## config.mk

```make
export PLATFORM = sky130hd
export DESIGN_NAME = alu_issue_ctrl
export DESIGN_NICKNAME = d
export VERILOG_FILES = /design/src/rtl/alu_pkg.sv /design/src/rtl/alu_flag_reg.sv /design/src/rtl/alu_issue_ctrl.sv
export SDC_FILE = /design/constraint.sdc
export NUM_CORES = 1
export LEC_CHECK = 0
export BUFFER_PORTS_ARGS = -buffer_cell sky130_fd_sc_hd__clkbuf_2
export CAP_MARGIN = 5
export CORE_ASPECT_RATIO = 1.25
export CORE_UTILIZATION = 50
export CTS_CLUSTER_SIZE = 14
export DETAILED_ROUTE_END_ITERATION = 10
export MAX_ROUTING_LAYER = met4
export PLACE_DENSITY = 0.91
export SYNTH_ARGS = -nofsm -noshare
export SYNTH_HDL_FRONTEND = slang
export SYNTH_SLANG_ARGS = --single-unit
```

## constraint.sdc

```tcl
create_clock -name clk -period 2.5 [get_ports clk]
set_input_delay 0.375 -clock clk [delete_from_list [all_inputs] [get_ports clk]]
set_output_delay 0.375 -clock clk [all_outputs]
set_load 0.1 [all_outputs]
```

## src/rtl/alu_pkg.sv

```systemverilog
// Shared types for the execute-stage ALU issue controller: opcodes, flag bit
// positions, branch conditions, FSM states and the flag-write predicate.
package alu_pkg;

  typedef enum logic [2:0] {
    ALU_ADD  = 3'b000,
    ALU_SUB  = 3'b001,
    ALU_NAND = 3'b010,
    ALU_XOR  = 3'b011,
    ALU_INC  = 3'b100,
    ALU_SRA  = 3'b101,
    ALU_SRL  = 3'b110,
    ALU_SLL  = 3'b111
  } alu_ctrl_e;

  localparam int FLAG_Z = 2;
  localparam int FLAG_V = 1;
  localparam int FLAG_N = 0;

  typedef enum logic [2:0] {
    BR_NEQ    = 3'b000,
    BR_EQ     = 3'b001,
    BR_GT     = 3'b010,
    BR_LT     = 3'b011,
    BR_GTE    = 3'b100,
    BR_LTE    = 3'b101,
    BR_OVFL   = 3'b110,
    BR_UNCOND = 3'b111
  } br_cond_e;

  typedef enum logic [1:0] {
    ST_IDLE = 2'd0,
    ST_EXEC = 2'd1,
    ST_WB   = 2'd2
  } issue_state_e;

  // Shifts are not allowed to disturb the architectural flags.
  function automatic logic writes_flags(input alu_ctrl_e ctrl);
    case (ctrl)
      ALU_SRA, ALU_SRL, ALU_SLL: writes_flags = 1'b0;
      default:                   writes_flags = 1'b1;
    endcase
  endfunction

endpackage

```

## src/rtl/alu_flag_reg.sv

```systemverilog
// Architectural {Z,V,N} flag register with opcode-qualified update.
// Optional branch evaluator enabled by `define ALU_ISSUE_BRANCH_EN.
module alu_flag_reg
  import alu_pkg::*;
(
  input  logic      clk,
  input  logic      rst_n,
  input  logic      capture,
  input  alu_ctrl_e ctrl,
  input  logic [2:0] alu_flags,
  output logic [2:0] flags_q
`ifdef ALU_ISSUE_BRANCH_EN
  ,
  input  logic [2:0] br_cond,
  output logic       br_taken
`endif
);

  always_ff @(posedge clk or negedge rst_n) begin
    if (!rst_n) begin
      flags_q <= 3'b000;
    end else if (capture && writes_flags(ctrl)) begin
      flags_q <= alu_flags;
    end
  end

`ifdef ALU_ISSUE_BRANCH_EN
  logic flag_z, flag_v, flag_n;

  assign flag_z = flags_q[FLAG_Z];
  assign flag_v = flags_q[FLAG_V];
  assign flag_n = flags_q[FLAG_N];

  always_comb begin
    br_taken = 1'b0;
    case (br_cond_e'(br_cond))
      BR_NEQ:    br_taken = !flag_z;
      BR_EQ:     br_taken = flag_z;
      BR_GT:     br_taken = !flag_z && !flag_n;
      BR_LT:     br_taken = flag_n;
      BR_GTE:    br_taken = flag_z || !flag_n;
      BR_LTE:    br_taken = flag_z || flag_n;
      BR_OVFL:   br_taken = flag_v;
      BR_UNCOND: br_taken = 1'b1;
      default:   br_taken = 1'b0;
    endcase
  end
`endif

endmodule

```

## src/rtl/alu_issue_ctrl.sv

```systemverilog
// Execute-stage initiator: latches one op from decode, drives the ALU, waits
// for done (with timeout), and hands the result to writeback. Optional branch
// evaluator enabled by `define ALU_ISSUE_BRANCH_EN.
module alu_issue_ctrl
  import alu_pkg::*;
#(
  parameter int DATA_W  = 16,
  parameter int TIMEOUT = 8
) (
  input  logic              clk,
  input  logic              rst_n,
  input  logic              in_valid,
  output logic              in_ready,
  input  logic [2:0]        in_ctrl,
  input  logic [DATA_W-1:0] in_op_a,
  input  logic [DATA_W-1:0] in_op_b,
  input  logic [3:0]        in_shamt,
  input  logic [7:0]        in_imm8,
  input  logic [3:0]        in_rd,
  output logic [2:0]        alu_control,
  output logic [DATA_W-1:0] alu_data_one,
  output logic [DATA_W-1:0] alu_data_two,
  output logic [3:0]        alu_shift,
  output logic [7:0]        alu_load_half_imm,
  input  logic              alu_done,
  input  logic [DATA_W-1:0] alu_result,
  input  logic [2:0]        alu_flags,
  output logic              wb_valid,
  input  logic              wb_ready,
  output logic [3:0]        wb_rd,
  output logic [DATA_W-1:0] wb_data,
  output logic [2:0]        flags_q,
  output logic              err_timeout,
  input  logic              err_clr
`ifdef ALU_ISSUE_BRANCH_EN
  ,
  input  logic [2:0]        br_cond,
  output logic              br_taken
`endif
);

  issue_state_e      state;
  alu_ctrl_e         ctrl_q;
  logic [DATA_W-1:0] op_a_q;
  logic [DATA_W-1:0] op_b_q;
  logic [3:0]        shamt_q;
  logic [7:0]        imm8_q;
  logic [3:0]        rd_q;
  logic [7:0]        cycle_cnt;
  logic              capture;
  logic              timeout_hit;

  // The ALU only ever sees the latched operands, so it is isolated from decode.
  assign alu_control       = ctrl_q;
  assign alu_data_one      = op_a_q;
  assign alu_data_two      = op_b_q;
  assign alu_shift         = shamt_q;
  assign alu_load_half_imm = imm8_q;

  assign capture     = (state == ST_EXEC) && alu_done;
  assign timeout_hit = (state == ST_EXEC) && !alu_done &&
                       (cycle_cnt == 8'(TIMEOUT - 1));

  always_ff @(posedge clk or negedge rst_n) begin
    if (!rst_n) begin
      state       <= ST_IDLE;
      ctrl_q      <= ALU_ADD;
      op_a_q      <= '0;
      op_b_q      <= '0;
      shamt_q     <= '0;
      imm8_q      <= '0;
      rd_q        <= '0;
      cycle_cnt   <= '0;
      in_ready    <= 1'b1;
      wb_valid    <= 1'b0;
      wb_rd       <= '0;
      wb_data     <= '0;
      err_timeout <= 1'b0;
    end else begin
      // A timeout in the same cycle as err_clr keeps the error set.
      if (timeout_hit) begin
        err_timeout <= 1'b1;
      end else if (err_clr) begin
        err_timeout <= 1'b0;
      end

      case (state)
        ST_IDLE: begin
          if (in_valid) begin
            ctrl_q    <= alu_ctrl_e'(in_ctrl);
            op_a_q    <= in_op_a;
            op_b_q    <= in_op_b;
            shamt_q   <= in_shamt;
            imm8_q    <= in_imm8;
            rd_q      <= in_rd;
            cycle_cnt <= '0;
            in_ready  <= 1'b0;
            state     <= ST_EXEC;
          end
        end
        ST_EXEC: begin
          cycle_cnt <= cycle_cnt + 8'd1;
          if (alu_done) begin
            wb_data  <= alu_result;
            wb_rd    <= rd_q;
            wb_valid <= 1'b1;
            state    <= ST_WB;
          end else if (timeout_hit) begin
            in_ready <= 1'b1;
            state    <= ST_IDLE;
          end
        end
        ST_WB: begin
          if (wb_ready) begin
            wb_valid <= 1'b0;
            in_ready <= 1'b1;
            state    <= ST_IDLE;
          end
        end
        default: begin
          state    <= ST_IDLE;
          in_ready <= 1'b1;
          wb_valid <= 1'b0;
        end
      endcase
    end
  end

  alu_flag_reg u_flag_reg (
    .clk       (clk),
    .rst_n     (rst_n),
    .capture   (capture),
    .ctrl      (ctrl_q),
    .alu_flags (alu_flags),
    .flags_q   (flags_q)
`ifdef ALU_ISSUE_BRANCH_EN
    ,
    .br_cond   (br_cond),
    .br_taken  (br_taken)
`endif
  );

endmodule

```

# Yosys cells after proc, flatten, opt, wreduce, memory -nomap -nowiden
# Index checks and enable logic that the tools add are counted.
[op_classes] mux=18 eq_ne=12 div_mod_pow=0 n_reduce_logical=15 n_addsub=1 shifts=0 n_mul=0 magnitude_cmp=0 bitwise=1
[ops] cell="one-hot mux 8 bit (2 select lines)" count=1
[ops] cell="inequality test 2 bit (second input constant)" count=5
[ops] cell="equality test 3 bit (second input constant)" count=3
[ops] cell="2-to-1 mux 1 bit" count=9
[ops] cell="adder 8 x 1 -> 8 bit (second input constant)" count=1
[ops] cell="equality test 8 x 3 -> 1 bit (second input constant)" count=1
[ops] cell="2-to-1 mux 2 bit" count=4
[ops] cell="2-to-1 mux 8 bit" count=1
[ops] cell="one-hot mux 1 bit (3 select lines)" count=2
[ops] cell="one-hot mux 2 bit (3 select lines)" count=1
[ops] cell="AND reduction 2 bit" count=3
[ops] cell="AND reduction 3 bit" count=2
[ops] cell="logical AND 1 bit" count=4
[ops] cell="AND reduction 4 bit" count=1
[ops] cell="nonzero test 2 bit" count=2
[ops] cell="inequality test 3 bit (second input constant)" count=1
[ops] cell="OR reduction 3 bit" count=1
[ops] cell="equality test 2 x 1 -> 1 bit (second input constant)" count=1
[ops] cell="equality test 2 bit (second input constant)" count=1
[ops] cell="zero test 2 bit" count=1
[ops] cell="zero test 1 bit" count=1
[ops] cell="NOT 1 bit" count=1
[totals] in_bits=76 latchBits=0 mem_count=0 regBits=87 rom_bits=0 ram_bits=0

# Longest topological paths before layout
# Gate-level depths: netlist of run 1.
[depth] ltp_word=6 ltp_mapped=6 depth_no_buf=4

# By module
# A second synthesis of run 1 with hierarchy kept.
[hier_totals] hier_cells=234 area_unflattened_um2=3450.8
[by_module_without_submodules] module="alu_issue_ctrl" cells_each=219 area_per_inst_um2=3294.4 instances=1
[by_module_without_submodules] module="alu_flag_reg" cells_each=15 area_per_inst_um2=156.4 instances=1

# Worst setup path before layout of run 1
# Ideal clock, no wire load.
[synth_timing] kind="flip-flop to flip-flop" startpoint="register ctrl_q[1], in the netlist alu_control[1]" endpoint="register u_flag_reg.flags_q[0]" stages_incl_launch_ff=4 setup_slack_ps=756 period_less_slack_ps=1744 path_buffers=0 setup_time_ps=126 arrival_ps=1618 cell_sequence="dfrtp_1 o21ai_0 nand3_1 mux2_2"
[synth_between] elab_chain_len=4 elab_cells_between_ends=6 cone_classes="eq/ne: 3; mux: 1; reduce/logical: 2"
[synth_rtl] item="start: declaration" line_no="alu_issue_ctrl.sv:43" source="alu_ctrl_e ctrl_q;"
[synth_rtl] item="start signal: assignment" line_no="alu_issue_ctrl.sv:90" source="ctrl_q <= alu_ctrl_e'(in_ctrl);"
[synth_rtl] item="equality test 3 bit" line_no="alu_pkg.sv:39" source="case (ctrl)"
[synth_rtl] item="OR reduction 3 bit (*)" line_no="alu_pkg.sv:39"
[synth_rtl] item="2-to-1 mux 1 bit (*)" line_no="alu_pkg.sv:39"
[synth_rtl] item="logical AND 1 bit (*)" line_no="alu_flag_reg.sv:22" source="end else if (capture && writes_flags(ctrl)) begin"
[synth_rtl] item="end signal: assignment" line_no="alu_flag_reg.sv:23" source="flags_q <= alu_flags;"
[synth_rtl] item="end: declaration" line_no="alu_flag_reg.sv:11" source="output logic [2:0] flags_q"
# Mark *: on every way between the ends. The rest lies on a longest branch, timed or not.
# A chain may end at the register's enable or synchronous reset.

# Worst setup path in the final report of run 1
[layout_timing] startpoint="register state[0]" endpoint="register op_b_q[0], in the netlist alu_data_two[0]"
[layout_between] elab_chain_len=2
[layout_rtl] item="start: declaration" line_no="alu_issue_ctrl.sv:42" source="issue_state_e state;"
[layout_rtl] item="start signal: assignment" line_no="alu_issue_ctrl.sv:66" source="state <= ST_IDLE;"
[layout_rtl] item="start signal: assignment" line_no="alu_issue_ctrl.sv:98" source="state <= ST_EXEC;"
[layout_rtl] item="start signal: assignment" line_no="alu_issue_ctrl.sv:107" source="state <= ST_WB;"
[layout_rtl] item="zero test 2 bit" line_no="alu_issue_ctrl.sv:87" source="case (state)"
[layout_rtl] item="AND reduction 2 bit (no source line)"
[layout_rtl] item="end signal: assignment" line_no="alu_issue_ctrl.sv:92" source="op_b_q <= in_op_b;"
[layout_rtl] item="end: declaration" line_no="alu_issue_ctrl.sv:45" source="logic [DATA_W-1:0] op_b_q;"
# No other way between the ends.

==> out/results.tsv, run 1 <==
stage	metric	value	unit
floorplanning	starting density of the core	52.5	%
job	Max-Cap Viols	0	
floorplanning	Core Area	0.00665	mm²
yosys	Post-synth ARST share	100	%
drt	DR vias	2831	
clock_network	Worst-Skew Late Latency	0.34	ns
finish	# diodes	0	
floorplanning	die area	0.00732	mm²
finish	Layout Area Growth over Synthesis	29.8	%
yosys	post-synthesis compound-gate area fraction	3.62	%
yosys	Avg Cell Area, Syn	10.5	µm²
drt	1st-pass router iterations	4	
grt	largest net degree at the start of global routing	47	
drt	drt drc	0	
drt	Routed Antenna Nets	0	
drt	wire length per cell	12.8	µm
clock_network	# Post-CTS Setup Buffers	0	
floorplanning	row cnt	33	
clock_network	hold_buf cts	0	
timing	setup TNS	0	ns
finish	layout cells sized above 1	41.2	%
timing	Worst Skew	0.00784	ns
clock_network	clock sinks	87	
yosys	synth unique cells	37	
critical_path	Critical Path AT	2.12	ns
critical_path	Worst path slowest cell	or3b_2	
yosys	Synth Register Bits	87	
yosys	most frequent cell after synthesis	nand2_1	
timing	Tightest Pin Transition	0.663	ns
clock_network	CTS H-tree lvls	3	
yosys	warnings from Yosys	0	
timing	Slew headroom	55.8	%
finish	# fillers	494	
finish	Total Nets Final	559	
timing	Achievable Freq	529	MHz
timing	Fin. Hold Viols	0	
grt	global-route wire length before repair	11.8	mm
grt	vias in the first global route	2653	
critical_path	kind of end point of the critical path	flop	
critical_path	Crit path top cell by count	nand2_1	
placed_design	port bufs	148	
timing	fin crit period	1.89	ns
timing	final period utilization	75.6	%
drt	Routed WL	7.36	mm
yosys	number of synthesized flops with an enable pin	0	
clock_network	CTS root buf	clkbuf_8	
placed_design	Post-DP HPWL	5.48	mm
clock_network	Longest Clk Path Bufs	2	
drt	Starting DRT DRC Count	81	
yosys	Area contributors post-synth	dfrtp_1, nand2_1, mux2_2	
yosys	Synth top cells by count	nand2_1, dfrtp_1, mux2_2	
critical_path	CP Launch Type	flop	
placed_design	Placed Area	0.00429	mm²
yosys	sequential fraction of the synthesis area	62.4	%
finish	area of the multi-input gates	0.00119	mm²
yosys	synthesized-area fraction occupied by adder cells	0.358	%
placed_design	Final GP Congestion	0.763	
grt	GRT Util Overall	21.4	%
timing	Final setup viols	0	
yosys	Cells after Synth	333	
yosys	synthesized area	0.00349	mm²
grt	remaining global-route overflow	0	
yosys	mux share of post-synthesis cell area	8.28	%
floorplanning	chip height	95.4	µm
drt	Vias/cell	4.94	
timing	RSZ-0062 raised after global routing	false	
yosys	leading area contributor after synthesis	dfrtp_1	
yosys	Synth top area share	61.6	%
yosys	Post-Syn Nets	410	
clock_network	clock transition at the registers of the reported paths	0.08	ns
yosys	Post-Synth Simple-Gate Area	21.6	%
clock_network	total CTS buffers	9	
clock_network	cts repair resizes	0	
clock_network	CTS tree	done	
floorplanning	DIE WIDTH	76.8	µm
yosys	Synth Flop Type	dfrtp_1	
critical_path	Crit Path Max Fanout	33	
yosys	largest family of logic cells by synthesized area	simple AND/OR/NAND/NOR gates	
min_path	hold crit path type	primary input to async pin	
critical_path	CP Class	flop to flop	
critical_path	crit path cell chain	or3b_2 -> buf_4 -> nand2_1 -> nand2_1	
critical_path	slowest stage delay, CP	0.80	ns
finish	register area	0.00218	mm²
finish	final instance area	0.00453	mm²
grt	antenna violations before repair	0	
floorplanning	I/O pin count	149	
yosys	xor and xnor area share after synthesis	0	%
outcome	status	finished, final reports clean	
timing	max-slew violations	0	
critical_path	WP data required	2.73	ns
==> layout by cell type (no fill, tap or decap), types with 2 or more instances in the layout <==
cell and count:
nand2_1 164, clkbuf_2 147, dfrtp_1 86, mux2_2 22, clkbuf_8 10, o21ai_0 7, buf_4 6, nand3_1 4
mux2i_1 3, inv_1 3, bufinv_16 3, or3b_2 2, nand2b_1 2, a21oi_1 2
==> worst max-delay path: cells and delay by family, from the launching register on <==
family | cells | cell delay [ns]
buffers and inverters | 1 | 0.32
DFF | 1 | 0.49
and+or+nand+nor | 3 | 0.95
==> registers in the layout, summed over array words and instances, names as in the netlist <==
register            flops
alu_data_one           16
alu_data_two           16
wb_data                16
alu_load_half_imm       8
cycle_cnt               8
alu_shift               4
rd_q                    4
wb_rd                   4
alu_control             3
u_flag_reg.flags_q      3
state                   2
err_timeout             1
in_ready                1
wb_valid                1
==> metal layers <==
layer,GRT usage (%),up-vias,share of wire [%]
met5,-,-,0
met2,34.6,130,49
met3,3.92,14,6.5
met1,25.9,1329,43
met4,10.7,0,2.1
li1,-,1358,-
==> layout make-up <==
class | count | area share [%]
Clock buffer | 10 | 3.04
Clock inverter | 5 | 2.35
Inverter | 3 | 0.248
Multi-Input combinational cell | 227 | 26.2
Sequential cell | 87 | 48.1
Tap cell | 87 | 2.40
Timing Repair Buffer | 154 | 17.7
==> kinds of logic after synthesis <==
logic type	Yosys count
fa+ha+maj	1
buf+inv	19
simple gates	183
mux	26
flops	87
compound gates	17
==> worst paths after layout <==
kind                             startpoint  slack [ns]              endpoint  cells past startpoint
setup / recovery                   state[0]        0.61       alu_data_two[0]                      4
hold / removal                        rst_n        0.03           wb_data[10]                      1
setup reg to reg                   state[0]        0.61       alu_data_two[0]                      4
hold reg to reg            alu_data_one[15]        0.48      alu_data_one[15]                      2
max in group asynchronous             rst_n        1.78              in_ready                      2
min in group clk                 in_imm8[4]        0.21  alu_load_half_imm[4]                      3
==> stage by stage <==
step | util, % | setup slack [ns] | hold WS, ns | instances
floorplan | - | 0.756 | 0.0794 | 333
global placement | 64.5 | 0.671 | 0.399 | 558
detailed placement | 64.5 | 0.626 | 0.410 | 558
CTS | 68.2 | 0.609 | 0.0303 | 573
global route | 68.2 | 0.512 | 0.0488 | 573
finish | 68.2 | 0.611 | 0.0310 | 573
Power of run 1 is not shown: default switching activity piles up to over one toggle a cycle in this logic, so the estimate is an artifact.
==> run 2: changes to the inputs <==
--- a/config.mk
+++ b/config.mk
@@ -5,14 +5,15 @@
 export SDC_FILE = /design/constraint.sdc
 export NUM_CORES = 1
 export LEC_CHECK = 0
+export ABC_AREA = 1
 export BUFFER_PORTS_ARGS = -buffer_cell sky130_fd_sc_hd__clkbuf_2
 export CAP_MARGIN = 5
 export CORE_ASPECT_RATIO = 1.25
-export CORE_UTILIZATION = 50
+export CORE_UTILIZATION = 43
 export CTS_CLUSTER_SIZE = 14
 export DETAILED_ROUTE_END_ITERATION = 10
 export MAX_ROUTING_LAYER = met4
-export PLACE_DENSITY = 0.91
+export PLACE_DENSITY = 0.84
 export SYNTH_ARGS = -nofsm -noshare
 export SYNTH_HDL_FRONTEND = slang
 export SYNTH_SLANG_ARGS = --single-unit
==> constraint.sdc (replaced) <==
create_clock -name clk -period 1.6 [get_ports clk]
set_input_delay 0.24 -clock clk [delete_from_list [all_inputs] [get_ports clk]]
set_output_delay 0.24 -clock clk [all_outputs]
set_load 0.1 [all_outputs]
==> run 2 against run 1 <==
Net effect:
- hold slack improved by 0.042 ns
- global-route usage fell by 0.94 points
- non-clock buffer count is 4 higher
- final area up 0.55%
- die area grew 16%
- count of clock-buffer cells in the layout increased by 2
- routed wire length up 7.0%
- sequential cell count unchanged
- first-iteration DRC count grew 37%
- register-to-register slack got worse by 0.36 ns
- synthesized area unchanged
- via count grew 6.4%
- critical endpoint is now alu_data_two[5]
- highest routed layer unchanged
==> out/results.tsv, run 2 <==
stage	metric	value	unit
finish	# diodes	0	
finish	layout cells sized above 1	32.9	%
yosys	Post-synth ARST share	100	%
placed_design	Final GP Congestion	0.777	
floorplanning	die area	0.00849	mm²
timing	Achievable Freq	692	MHz
drt	Starting DRT DRC Count	111	
finish	commonest cells after routing, fill and taps aside	nand2_1, clkbuf_2, dfrtp_1, inv_1, nor2_1	
grt	GRT Util Overall	20.4	%
critical_path	worst-case reg-to-reg path depth	8	
grt	met1 usage	22.2	%
clock_network	CTS root buf	clkbuf_8	
drt	Routed Antenna Nets	0	
placed_design	Post-DP HPWL	5.85	mm
critical_path	slowest stage delay, CP	0.47	ns
floorplanning	Core Area	0.00784	mm²
drt	Vias/cell	4.64	
critical_path	crit path cell chain	clkbuf_2	
finish	Total Nets Final	626	
timing	max-slew violations	0	
grt	layer carrying the most global-route usage	met2	
yosys	Synth top area share	61.6	%
yosys	Synth top cells by count	nand2_1, dfrtp_1, inv_1	
yosys	leading area contributor after synthesis	dfrtp_1	
timing	Tightest Pin Transition	0.557	ns
min_path	worst hold path stage count	3	
yosys	Cells after Synth	395	
yosys	synthesized area	0.00349	mm²
clock_network	clock transition at the registers of the reported paths	0.09	ns
finish	leading cell type in the layout, fill and taps excluded	nand2_1	
critical_path	Worst path slowest cell	clkbuf_2	
drt	Routed WL	7.87	mm
placed_design	port bufs	148	
critical_path	Crit Path Max Fanout	2	
critical_path	CP top delay family	buffers and inverters	
timing	Slew headroom	63.1	%
timing	final period utilization	90.3	%
finish	final instance area	0.00456	mm²
grt	largest net degree at the start of global routing	39	
placed_design	Place WS	0.275	ns
floorplanning	I/O pin count	149	
drt	1st-pass router iterations	4	
floorplanning	chip height	103	µm
yosys	number of synthesized flops with an enable pin	0	
grt	vias in the first global route	2908	
clock_network	CTS tree	done	
finish	# fillers	730	
clock_network	total CTS buffers	9	
clock_network	CTS H-tree lvls	3	
timing	Worst Skew	0.0113	ns
yosys	Area contributors post-synth	dfrtp_1, nand2_1, buf_6	
critical_path	CP Class	flop to primary output	
floorplanning	row cnt	36	
timing	setup TNS	0	ns
timing	Final setup viols	0	
yosys	Synth Flop Type	dfrtp_1	
placed_design	Placed Area	0.00434	mm²
yosys	sequential fraction of the synthesis area	62.4	%
critical_path	CP Launch Type	flop	
critical_path	Buf+Inv Stages, Crit Path	1	
floorplanning	starting density of the core	44.6	%
finish	Layout Area Growth over Synthesis	30.5	%
critical_path	Levels on crit path	1	
drt	drt drc	0	
grt	met3 Track Usage GR	4.60	%
floorplanning	DIE WIDTH	82.6	µm
grt	remaining global-route overflow	0	
clock_network	Longest Clk Path Bufs	2	
clock_network	clock sinks	87	
drt	DR vias	3011	
critical_path	Critical Path AT	1.21	ns
yosys	most frequent cell after synthesis	nand2_1	
yosys	Synth Register Bits	87	
outcome	status	finished, final reports clean	
critical_path	WP data required	1.36	ns
critical_path	kind of end point of the critical path	primary output	
drt	wire length per cell	12.1	µm
yosys	warnings from Yosys	0	
yosys	Avg Cell Area, Syn	8.84	µm²
min_path	hold crit path type	primary input to flop	
yosys	synth unique cells	26	
clock_network	cts repair resizes	0	
timing	fin worst setup slack	0.154	ns
grt	met2 Resource Use GR	35.7	%
job	Max-Cap Viols	0	
grt	global-route wire length before repair	12.6	mm
timing	RSZ-0062 raised after global routing	false	
clock_network	Worst-Skew Late Latency	0.35	ns
timing	fin crit period	1.45	ns
timing	Fin. Hold Viols	0	
grt	antenna violations before repair	0	
yosys	Post-Syn Nets	472	
==> run 2: cell count changes after synthesis, moves of 3 or more <==
| cell | before | now |
|---|---|---|
| inv_1 | 3 | 12 |
| inv_2 | 0 | 5 |
| mux2_2 | 22 | 0 |
| mux2i_1 | 3 | 0 |
| nand2_1 | 164 | 229 |
| nand3_1 | 4 | 8 |
| nor2_1 | 1 | 10 |
| o21ai_1 | 0 | 7 |
==> run 2: layout make-up <==
type                       count  area [µm²]  share of cell area, %
sequential                    87        2180                   47.8
multi-input combinational    275        1130                   24.8
timing repair buffer         158         848                   18.6
clock buffer                  12         135                   2.97
tap                           95         119                   2.61
clock inverter                 4        72.6                   1.59
inverter                      18        72.6                   1.59
==> run 2: path summary, 6_finish.rpt <==
kind	end	slack, ns	start
worst max-delay path	alu_data_two[5]	0.15	alu_data_two[5]
worst min-delay path	alu_load_half_imm[4]	0.07	in_imm8[4]
worst max register to register	u_flag_reg.flags_q[2]	0.25	state[1]
worst min register to register	u_flag_reg.flags_q[0]	0.48	u_flag_reg.flags_q[0]
max in group asynchronous	alu_control[2]	0.76	rst_n
min in group asynchronous	err_timeout	0.31	rst_n
==> run 2: logic make-up (layout without fill, tap and decap cells) <==
logic type	after synthesis	count (layout)	share of synthesized area, %
and+or+nand+nor	253	253	28.6
xor gates and xnor gates	1	1	0.251
adders and majority gates	1	1	0.358
DFF	87	87	62.4
AOI/OAI and AO/OA	20	20	3.15
buffers and inverters	33	192	5.27
==> run 2: worst reg2reg max path, stage by stage (launching register included) <==
cell,delay [ns]
dfrtp_1,0.40
inv_2,0.11
nand2_4,0.09
inv_6,0.11
nand2_8,0.08
inv_2,0.18
nand2_1,0.13
nand2_1,0.09
nand2_1,0.05
==> run 2: metrics by stage <==
step,instances,util [%],hold WS [ns]
final,649,58.1,0.0728
after global routing,649,58.1,0.0586
after CTS,649,58.1,0.0586
after detailed placement,632,55.4,0.152
after global placement,632,55.4,0.152
after floorplan,395,-,-0.0556
==> run 2: what timing repair did <==
| item | 4_1_cts | 5_1_grt |
|---|---|---|
| setup buffers | 0 | 0 |
| hold endpoints to repair | 18 | 0 |
| hold buffers | 1 | 0 |
==> run 2: metal layers <==
| metal | vias up | wire, µm | part of all wire [%] |
|---|---|---|---|
| li1 | 1508 | - | - |
| met1 | 1406 | 3210 | 41 |
| met2 | 87 | 4170 | 53 |
| met3 | 10 | 387 | 4.9 |
| met4 | 0 | 105 | 1.3 |
| met5 | - | 0 | 0 |
Power of run 2 is left out for the same reason.
==> run 3: changes to the inputs <==
--- a/config.mk
+++ b/config.mk
@@ -13,7 +13,7 @@
 export CTS_CLUSTER_SIZE = 14
 export DETAILED_ROUTE_END_ITERATION = 10
 export MAX_ROUTING_LAYER = met4
-export PLACE_DENSITY = 0.84
+export PLACE_DENSITY = 0.74
 export SYNTH_ARGS = -nofsm -noshare
 export SYNTH_HDL_FRONTEND = slang
 export SYNTH_SLANG_ARGS = --single-unit
==> run 3 against run 2 <==
Net effect:
- final cell count down 0.31%
- final area increased by 0.58%
- routed wire length decreased by 1.0%
- critical path depth unchanged
- die area unchanged
- register-to-register slack got worse by 0.03 ns
- non-clock buffer count decreased by 2
- first-iteration DRC count increased by 99%
- sequential share of layout area decreased by 0.27 points
==> out/results.tsv, run 3 (same netlist as run 2, synthesis figures left out) <==
stage	metric	value	unit
outcome	status	finished, final reports clean	
placed_design	port bufs	148	
critical_path	crit path cell chain	clkbuf_2	
critical_path	Crit Path Max Fanout	2	
finish	Layout Area Growth over Synthesis	31.2	%
clock_network	clock transition at the registers of the reported paths	0.08	ns
finish	register area	0.00218	mm²
timing	Slew headroom	62.6	%
clock_network	total CTS buffers	9	
critical_path	slowest stage delay, CP	0.47	ns
critical_path	Critical Path AT	1.23	ns
critical_path	WP data required	1.36	ns
floorplanning	chip height	103	µm
finish	leading cell type in the layout, fill and taps excluded	nand2_1	
floorplanning	Core Area	0.00784	mm²
clock_network	Longest Clk Path Bufs	2	
clock_network	CTS root buf	clkbuf_8	
placed_design	Post-DP HPWL	5.69	mm
finish	# diodes	0	
critical_path	Worst path slowest cell	clkbuf_2	
clock_network	clock sinks	87	
grt	antenna violations before repair	0	
grt	remaining global-route overflow	0	
drt	Starting DRT DRC Count	221	
timing	final period utilization	91.6	%
clock_network	# Post-CTS Setup Buffers	0	
clock_network	Worst-Skew Late Latency	0.35	ns
drt	Post-Route M1 WL	3.31	mm
grt	GRT Util Overall	20.6	%
timing	Fin. Hold Viols	0	
grt	largest net degree at the start of global routing	59	
timing	max-slew violations	0	
drt	Routed WL	7.79	mm
drt	drt drc	0	
finish	layout cells sized above 1	32.8	%
drt	DR vias	3003	
floorplanning	DIE WIDTH	82.6	µm
drt	top layer reached by signal wires	met4	
grt	vias in the first global route	2882	
floorplanning	die area	0.00849	mm²
drt	Routed Antenna Nets	0	
min_path	hold crit path type	primary input to flop	
floorplanning	I/O pin count	149	
timing	Final setup viols	0	
timing	Tightest Pin Transition	0.564	ns
finish	area of the multi-input gates	0.00113	mm²
timing	fin crit period	1.47	ns
grt	global-route wire length before repair	12.6	mm
drt	met3 wire length	334	µm
job	Max-Cap Viols	0	
timing	RSZ-0062 raised after global routing	false	
critical_path	CP Class	flop to primary output	
drt	wire length per cell	12.0	µm
finish	# fillers	712	
finish	commonest cells after routing, fill and taps aside	nand2_1, clkbuf_2, dfrtp_1, inv_1, clkbuf_8	
critical_path	CP Launch Type	flop	
floorplanning	starting density of the core	44.6	%
clock_network	CTS tree	done	
critical_path	CP top delay family	buffers and inverters	
floorplanning	row cnt	36	
timing	Worst Skew	0.00638	ns
drt	met2 routed WL	3.95	mm
finish	Total Nets Final	624	
drt	1st-pass router iterations	5	
critical_path	kind of end point of the critical path	primary output	
timing	setup TNS	0	ns
clock_network	CTS H-tree lvls	3	
placed_design	Final GP Congestion	0.836	
critical_path	Buf+Inv Stages, Crit Path	1	
timing	Achievable Freq	683	MHz
drt	Vias/cell	4.64	
## run 3: tightest hold or removal path, stage by stage
cell and delay, ns:
clkbuf_2 0.07, nand2_1 0.04, nand2_1 0.05
## run 3: layer usage
| layer | vias up | GRT usage [%] |
|---|---|---|
| met5 | - | - |
| met4 | 0 | 11.3 |
| met3 | 16 | 4.51 |
| met2 | 90 | 34.2 |
| met1 | 1392 | 22.7 |
| li1 | 1505 | - |
## run 3: area by class of cell
type / count / area share (%)
Clock buffer: 13 / 3.47
Clock inverter: 3 / 1.97
Inverter: 18 / 1.58
Multi-Input combinational cell: 275 / 24.7
Sequential cell: 87 / 47.6
Tap cell: 95 / 2.59
Timing Repair Buffer: 156 / 18.2
## run 3: through the flow
step,worst slack [ns],area (µm²),hold WS (ns),instances,util [%]
6_report,0.135,4580,0.0739,647,58.5
5_1_grt,0.0645,4580,0.0558,647,58.5
4_1_cts,0.110,4580,0.0561,647,58.5
3_5_place_dp,0.215,4320,0.271,630,55.2
3_3_place_gp,0.266,4320,0.268,630,55.2
2_1_floorplan,0.00619,3490,-0.0556,395,-
## run 3: what timing repair did
| action | in CTS | in global routing |
|---|---|---|
| gates resized for setup | 0 | 0 |
| endpoints found under the hold margin | 86 | 0 |
| hold buffers | 1 | 0 |
## run 3: final timing paths
| kind | from | to | slack [ns] | cells past startpoint |
|---|---|---|---|---|
| min | in_op_a[10] | alu_data_one[10] | 0.07 | 3 |
| min in group asynchronous | rst_n | alu_data_two[3] | 0.44 | 3 |
| max | wb_rd[1] | wb_rd[1] | 0.13 | 1 |
| max in group asynchronous | rst_n | in_ready | 0.84 | 3 |
| min reg2reg | in_ready | in_ready | 0.48 | 2 |
| max reg2reg | state[1] | u_flag_reg.flags_q[1] | 0.22 | 8 |
Power of run 3 is left out for the same reason.
